[src/rtl/sweep_pkg.sv]
// rtl/sweep_pkg.sv - shared widths and state encoding for the sweep sequencer
package sweep_pkg;

    localparam int CNT_W   = 8;
    localparam int DWELL_W = 8;
    localparam int REP_W   = 4;

    // Values double as the externally visible phase encoding.
    typedef enum logic [2:0] {
        ST_IDLE     = 3'd0,
        ST_RAMP_UP  = 3'd1,
        ST_DWELL_HI = 3'd2,
        ST_RAMP_DN  = 3'd3,
        ST_DWELL_LO = 3'd4,
        ST_DONE     = 3'd5
    } sweep_state_t;

endpackage

[src/rtl/updn_counter.sv]
// rtl/updn_counter.sv - up/down counter with clear (ena low) and hold
module updn_counter #(
    parameter int W = 8
) (
    input  logic         clk,
    input  logic         rstn,
    input  logic         ena,
    input  logic         up_down,
    input  logic         hold,
    output logic [W-1:0] cnt
);

    logic [W-1:0] cnt_q;

    always_ff @(posedge clk or negedge rstn) begin
        if (!rstn) begin
            cnt_q <= '0;
        end else if (!ena) begin
            cnt_q <= '0;
        end else if (!hold) begin
            cnt_q <= up_down ? cnt_q + 1'b1 : cnt_q - 1'b1;
        end
    end

    assign cnt = cnt_q;

endmodule

[src/rtl/sweep_ctrl.sv]
// rtl/sweep_ctrl.sv - triangular sweep sequencer driving an up/down counter
module sweep_ctrl
    import sweep_pkg::*;
#(
    parameter int CNT_W   = sweep_pkg::CNT_W,
    parameter int DWELL_W = sweep_pkg::DWELL_W,
    parameter int REP_W   = sweep_pkg::REP_W
) (
    input  logic               clk,
    input  logic               rstn,
    input  logic               start,
    input  logic               abort,
    input  logic [CNT_W-1:0]   cfg_lo,
    input  logic [CNT_W-1:0]   cfg_hi,
    input  logic [DWELL_W-1:0] cfg_dwell,
    input  logic [REP_W-1:0]   cfg_reps,
    output logic [CNT_W-1:0]   cnt,
    output logic               busy,
    output logic [2:0]         phase,
    output logic [REP_W-1:0]   rep_idx,
    output logic               done,
    output logic               cfg_err
);

    sweep_state_t       state_q, state_d;
    logic [CNT_W-1:0]   lo_q, hi_q;
    logic [DWELL_W-1:0] dwell_q, timer_q, timer_d;
    logic [REP_W-1:0]   reps_q, rep_q, rep_d, rep_next;
    logic               err_q, err_d;
    logic               load_cfg, end_rep;
    logic               ena, up_down, hold;
    logic               at_hi, at_lo;

    assign at_hi    = (cnt == hi_q);
    assign at_lo    = (cnt == lo_q);
    assign rep_next = rep_q + 1'b1;

    always_comb begin
        state_d  = state_q;
        timer_d  = timer_q;
        rep_d    = rep_q;
        err_d    = 1'b0;
        load_cfg = 1'b0;
        end_rep  = 1'b0;
        ena      = 1'b0;
        up_down  = 1'b0;
        hold     = 1'b0;
        case (state_q)
            ST_IDLE: begin
                if (start && !abort) begin
                    if ((cfg_lo > cfg_hi) || (cfg_reps == '0)) begin
                        err_d = 1'b1;
                    end else begin
                        load_cfg = 1'b1;
                        rep_d    = '0;
                        state_d  = ST_RAMP_UP;
                    end
                end
            end
            ST_RAMP_UP: begin
                ena     = 1'b1;
                up_down = 1'b1;
                hold    = at_hi;
                if (at_hi) begin
                    if (dwell_q != '0) begin
                        state_d = ST_DWELL_HI;
                        timer_d = dwell_q;
                    end else begin
                        state_d = ST_RAMP_DN;
                    end
                end
            end
            ST_DWELL_HI: begin
                ena     = 1'b1;
                hold    = 1'b1;
                timer_d = timer_q - 1'b1;
                if (timer_q == DWELL_W'(1)) state_d = ST_RAMP_DN;
            end
            ST_RAMP_DN: begin
                ena  = 1'b1;
                hold = at_lo;
                if (at_lo) begin
                    if (dwell_q != '0) begin
                        state_d = ST_DWELL_LO;
                        timer_d = dwell_q;
                    end else begin
                        end_rep = 1'b1;
                    end
                end
            end
            ST_DWELL_LO: begin
                ena     = 1'b1;
                hold    = 1'b1;
                timer_d = timer_q - 1'b1;
                if (timer_q == DWELL_W'(1)) end_rep = 1'b1;
            end
            ST_DONE: state_d = ST_IDLE;
            default: state_d = ST_IDLE;
        endcase

        if (end_rep) begin
            rep_d   = rep_next;
            state_d = (rep_next == reps_q) ? ST_DONE : ST_RAMP_UP;
        end

        // Abort freezes the repetition count so software can see how far it got.
        if (abort && (state_q != ST_IDLE)) begin
            state_d = ST_IDLE;
            rep_d   = rep_q;
        end
    end

    always_ff @(posedge clk or negedge rstn) begin
        if (!rstn) begin
            state_q <= ST_IDLE;
            timer_q <= '0;
            rep_q   <= '0;
            err_q   <= 1'b0;
            lo_q    <= '0;
            hi_q    <= '0;
            dwell_q <= '0;
            reps_q  <= '0;
        end else begin
            state_q <= state_d;
            timer_q <= timer_d;
            rep_q   <= rep_d;
            err_q   <= err_d;
            if (load_cfg) begin
                lo_q    <= cfg_lo;
                hi_q    <= cfg_hi;
                dwell_q <= cfg_dwell;
                reps_q  <= cfg_reps;
            end
        end
    end

    updn_counter #(.W(CNT_W)) u_cnt (
        .clk     (clk),
        .rstn    (rstn),
        .ena     (ena),
        .up_down (up_down),
        .hold    (hold),
        .cnt     (cnt)
    );

    assign busy    = (state_q != ST_IDLE);
    assign phase   = state_q;
    assign rep_idx = rep_q;
    assign done    = (state_q == ST_DONE);
    assign cfg_err = err_q;

endmodule

[config.mk]
export PLATFORM = sky130hd
export DESIGN_NAME = sweep_ctrl
export DESIGN_NICKNAME = d
export VERILOG_FILES = /design/src/rtl/sweep_pkg.sv /design/src/rtl/updn_counter.sv /design/src/rtl/sweep_ctrl.sv
export SDC_FILE = /design/constraint.sdc
export NUM_CORES = 1
export LEC_CHECK = 0
export ABC_AREA = 1
export ABC_CLOCK_PERIOD_IN_PS = 2470
export BUFFER_PORTS_ARGS = -buffer_cell sky130_fd_sc_hd__buf_2
export CORE_ASPECT_RATIO = 0.9
export CORE_MARGIN = 2
export CORE_UTILIZATION = 55
export DETAILED_ROUTE_END_ITERATION = 10
export GPL_TIMING_DRIVEN = 0
export HOLD_SLACK_MARGIN = 0.1
export MAX_ROUTING_LAYER = met4
export PLACE_DENSITY = 0.74
export SLEW_MARGIN = 20
export SYNTH_ARGS = -nofsm -noshare
export SYNTH_HDL_FRONTEND = slang
export SYNTH_HIERARCHICAL = 1
export SYNTH_SLANG_ARGS = --single-unit
[constraint.sdc]
create_clock -name clk -period 2.47 [get_ports clk]
set_input_delay 0.3705 -clock clk [delete_from_list [all_inputs] [get_ports clk]]
set_output_delay 0.3705 -clock clk [all_outputs]
set_load 0.02 [all_outputs]
==> impl_metrics.env <==
export IMPL_reg2reg_slack_ps=250
export IMPL_hpwlAfterDp_mm=5.58
export IMPL_yosys_warnings=6
export IMPL_syn_area_mm2=0.00340
export IMPL_vias=2938
export IMPL_critical_path_max_stage_delay_ps=470
export IMPL_pin_count=50
export IMPL_cts_root_buf="clkbuf_8"
export IMPL_fin_cells=585
export IMPL_grt_max_degree=53
export IMPL_grt_pass1_vias=2705
export IMPL_track_usage_pct=23.3
export IMPL_p_leak_nw=2.10
export IMPL_postCtsSetupBuffers=0
export IMPL_dieArea_mm2=0.00682
export IMPL_regToRegStartpoint="phase[1]"
export IMPL_die_y_um=78.6
export IMPL_htree_levels=2
export IMPL_timing_hold_ws_ps=85.2
export IMPL_crit_chain="nor3_4 > inv_1 > ha_1 > nand2_1 > inv_1 > a21oi_4 > nand3_1 > nand3_1 > nand2_1"
export IMPL_postCtsHoldBufs=0
export IMPL_nFillCells=537
export IMPL_reg2reg_to="u_cnt/cnt[7]"
export IMPL_period_share_pct=90.0
export IMPL_yosys_area_top_type="dfrtp_1"
export IMPL_antennaDiodeCount=0
export IMPL_cts_resized=0
export IMPL_grt_pass1_wl_mm=12.4
export IMPL_setup_viol=0
export IMPL_layout_drive_gt1_share_pct=19.3
export IMPL_fin_skew_ps=7.63
export IMPL_cp_slowest_cell="dfrtp_1"
export IMPL_drtPass1Iterations=4
export IMPL_outcome="completed"
export IMPL_grt_busiest_layer="met2"
export IMPL_ys_flop_type="dfrtp_1"
export IMPL_drt_total_wl_mm=7.12
export IMPL_port_buffers=49
export IMPL_wl_per_cell_um=12.2
export IMPL_ys_ff_latch=52
export IMPL_hold_violations=0
export IMPL_drt_iter0_drc=155
export IMPL_num_nets_final=562
export IMPL_cts_max_path_buffers=2
export IMPL_path_class="flop to flop"
export IMPL_vias_per_cell=5.02
export IMPL_critical_path_max_fanout=7
export IMPL_relSlewSlack_pct=56.2
export IMPL_synth_enable_flop_cells=0
export IMPL_row_count=27
export IMPL_critPathTopFamily="simple AND/OR/NAND/NOR gates"
export IMPL_cts_tree="done"
export IMPL_route_detailed_drc=0
export IMPL_min_path_type="input pin to async pin"
export IMPL_cap_violations=0
export IMPL_place_ws_ps=32.4
export IMPL_syn_inst=456
export IMPL_crit_required_ps=2670
export IMPL_gr_usage_met1_pct=33.3
export IMPL_syn_num_nets=506
export IMPL_placed_area_mm2=0.00374
export IMPL_tns_ps=0
export IMPL_area_growth_pct=12.8
export IMPL_synthDistinctLibCells=38
export IMPL_crit_buf_inv=2
export IMPL_r2r_cells=9
export IMPL_grtUsageMet3_pct=4.10
export IMPL_post_route_min_period_ps=2220
export IMPL_postRouteAntennaNets=0
export IMPL_arrival_ps=2420
export IMPL_dieWidth_um=86.9
export IMPL_worst_setup_hold_path_clk_slew_ps=90
export IMPL_gr_usage_met2_pct=35.1
export IMPL_overflow=0
export IMPL_power_density_mw_per_mm2=1300
export IMPL_ys_seq_area_share_pct=38.3
export IMPL_synth_top_area_share_pct=38.3
export IMPL_antenna_found_initial=0
export IMPL_async_reset_ff_share_pct=100
export IMPL_worst_slew_pin_slew_ps=657
export IMPL_cts_buffers=5
export IMPL_start_kind="flop"
export IMPL_avgSynthCellArea_um2=7.45
export IMPL_clkLatencyLatePin_ps=300
export IMPL_gp_congestion=0.843
export IMPL_core_area_mm2=0.00605
export IMPL_max_freq_mhz=450
export IMPL_cts_sinks=52
export IMPL_dp_cells=577
export IMPL_worstSetupEndpointType="flop"
export IMPL_netlist_top_cells_area="dfrtp_1 38%, nand2_1 16%, inv_1 7.4%"
export IMPL_rsz0062_at_grt="false"
export IMPL_vdd_drop_max_uv=518
export IMPL_initial_core_util_pct=56.2
export IMPL_setup_ws_ps=248
export IMPL_slew_viol_final=0
export IMPL_final_area_mm2=0.00383
## sequential cells by signal, indices dropped and copies added, names as in the netlist
signal / flops
phase: 3
hi_q: 8
lo_q: 8
u_cnt/cnt: 8
cfg_err: 1
reps_q: 4
dwell_q: 8
timer_q: 8
rep_idx: 4
## cells in the mapped netlist (2+ instances only)
master / count
o21ai_1: 29
inv_1: 67
nor3_1: 3
o21a_1: 2
o22ai_1: 2
nor2_4: 3
buf_2: 5
inv_2: 8
o211ai_1: 3
dfrtp_1: 52
nand2_2: 9
nand3_1: 26
xor2_1: 5
nor2_2: 3
o21ai_2: 3
nand2_1: 143
ha_1: 17
xnor2_1: 11
o21ai_0: 9
a21oi_1: 7
nand3_2: 2
or2_4: 3
nor2_1: 24
nand4_1: 6
## routing by layer
metal / part of all wire, % / vias to the layer above
met5: 0 / -
met4: 0.60 / 0
met3: 2.9 / 5
met2: 45 / 50
met1: 52 / 1330
li1: - / 1553
## placed cells by master (no fill, tap or decap), types with 2 or more instances in the layout
cell type,Yosys,layout
clkbuf_1,0,2
a21oi_1,7,7
nand2_2,9,9
inv_2,8,8
o22ai_1,2,2
nand3_1,26,26
o21ai_1,29,29
buf_4,1,2
buf_2,5,53
nand4_1,6,6
nand3_2,2,2
nand2_1,143,143
o21ai_2,3,3
o211ai_1,3,3
o21ai_0,9,9
nor2_1,24,24
or2_4,3,3
nor3_1,3,3
clkbuf_8,0,6
o21a_1,2,2
dfrtp_1,52,52
xor2_1,5,5
nor2_2,3,3
ha_1,17,17
inv_1,67,67
nor2_4,3,3
xnor2_1,11,11
## report_power, final
| group | switching, mW | internal (mW) | total (mW) | leakage (nW) |
|---|---|---|---|---|
| Combinational | 1.73 | 1.17 | 2.89 | 1.40 |
| Sequential | 0.345 | 1.23 | 1.57 | 0.655 |
| Clock | 0.271 | 0.229 | 0.500 | 0.0455 |
| Total | 2.34 | 2.62 | 4.96 | 2.10 |
## kinds of logic after synthesis
family                     synth area share (%)
xor gates and xnor gates                   4.60
adders and majority gates                  6.85
buffers and inverters                      9.57
AOI/OAI and AO/OA                          10.3
and+or+nand+nor                            30.4
DFF                                        38.3
## how the worst max path moves through the flow
stage | depth (start not counted) | slack, ps | endpoint | from
4_1_cts | 9 | 10 | u_cnt/cnt[7] | phase[1]
6_report | 9 | 250 | u_cnt/cnt[7] | phase[1]
2_1_floorplan | 8 | 260 | u_cnt/cnt[3] | phase[0]
3_5_place_dp | 9 | 30 | u_cnt/cnt[7] | phase[1]
5_1_grt | 9 | 50 | u_cnt/cnt[7] | phase[2]
3_3_place_gp | 7 | 70 | u_cnt/cnt[3] | phase[1]
## cell type report
type | instances | area, um^2 | area share [%]
multi-input cells | 322 | 1780 | 46.4
inverters | 75 | 282 | 7.35
clock buffers | 8 | 90.1 | 2.35
well taps | 72 | 90.1 | 2.35
plain buffers | 7 | 43.8 | 1.14
repair buffers | 49 | 248 | 6.46
flip-flops and latches | 52 | 1300 | 34.0
## metrics by stage
step	power, mW	util (%)
finish	4.96	63.4
global route	5.48	63.4
CTS	4.98	63.3
floorplan	3.85	-
detailed placement	4.47	61.8
global placement	4.38	61.7
Power figures use the tool's default switching activity.
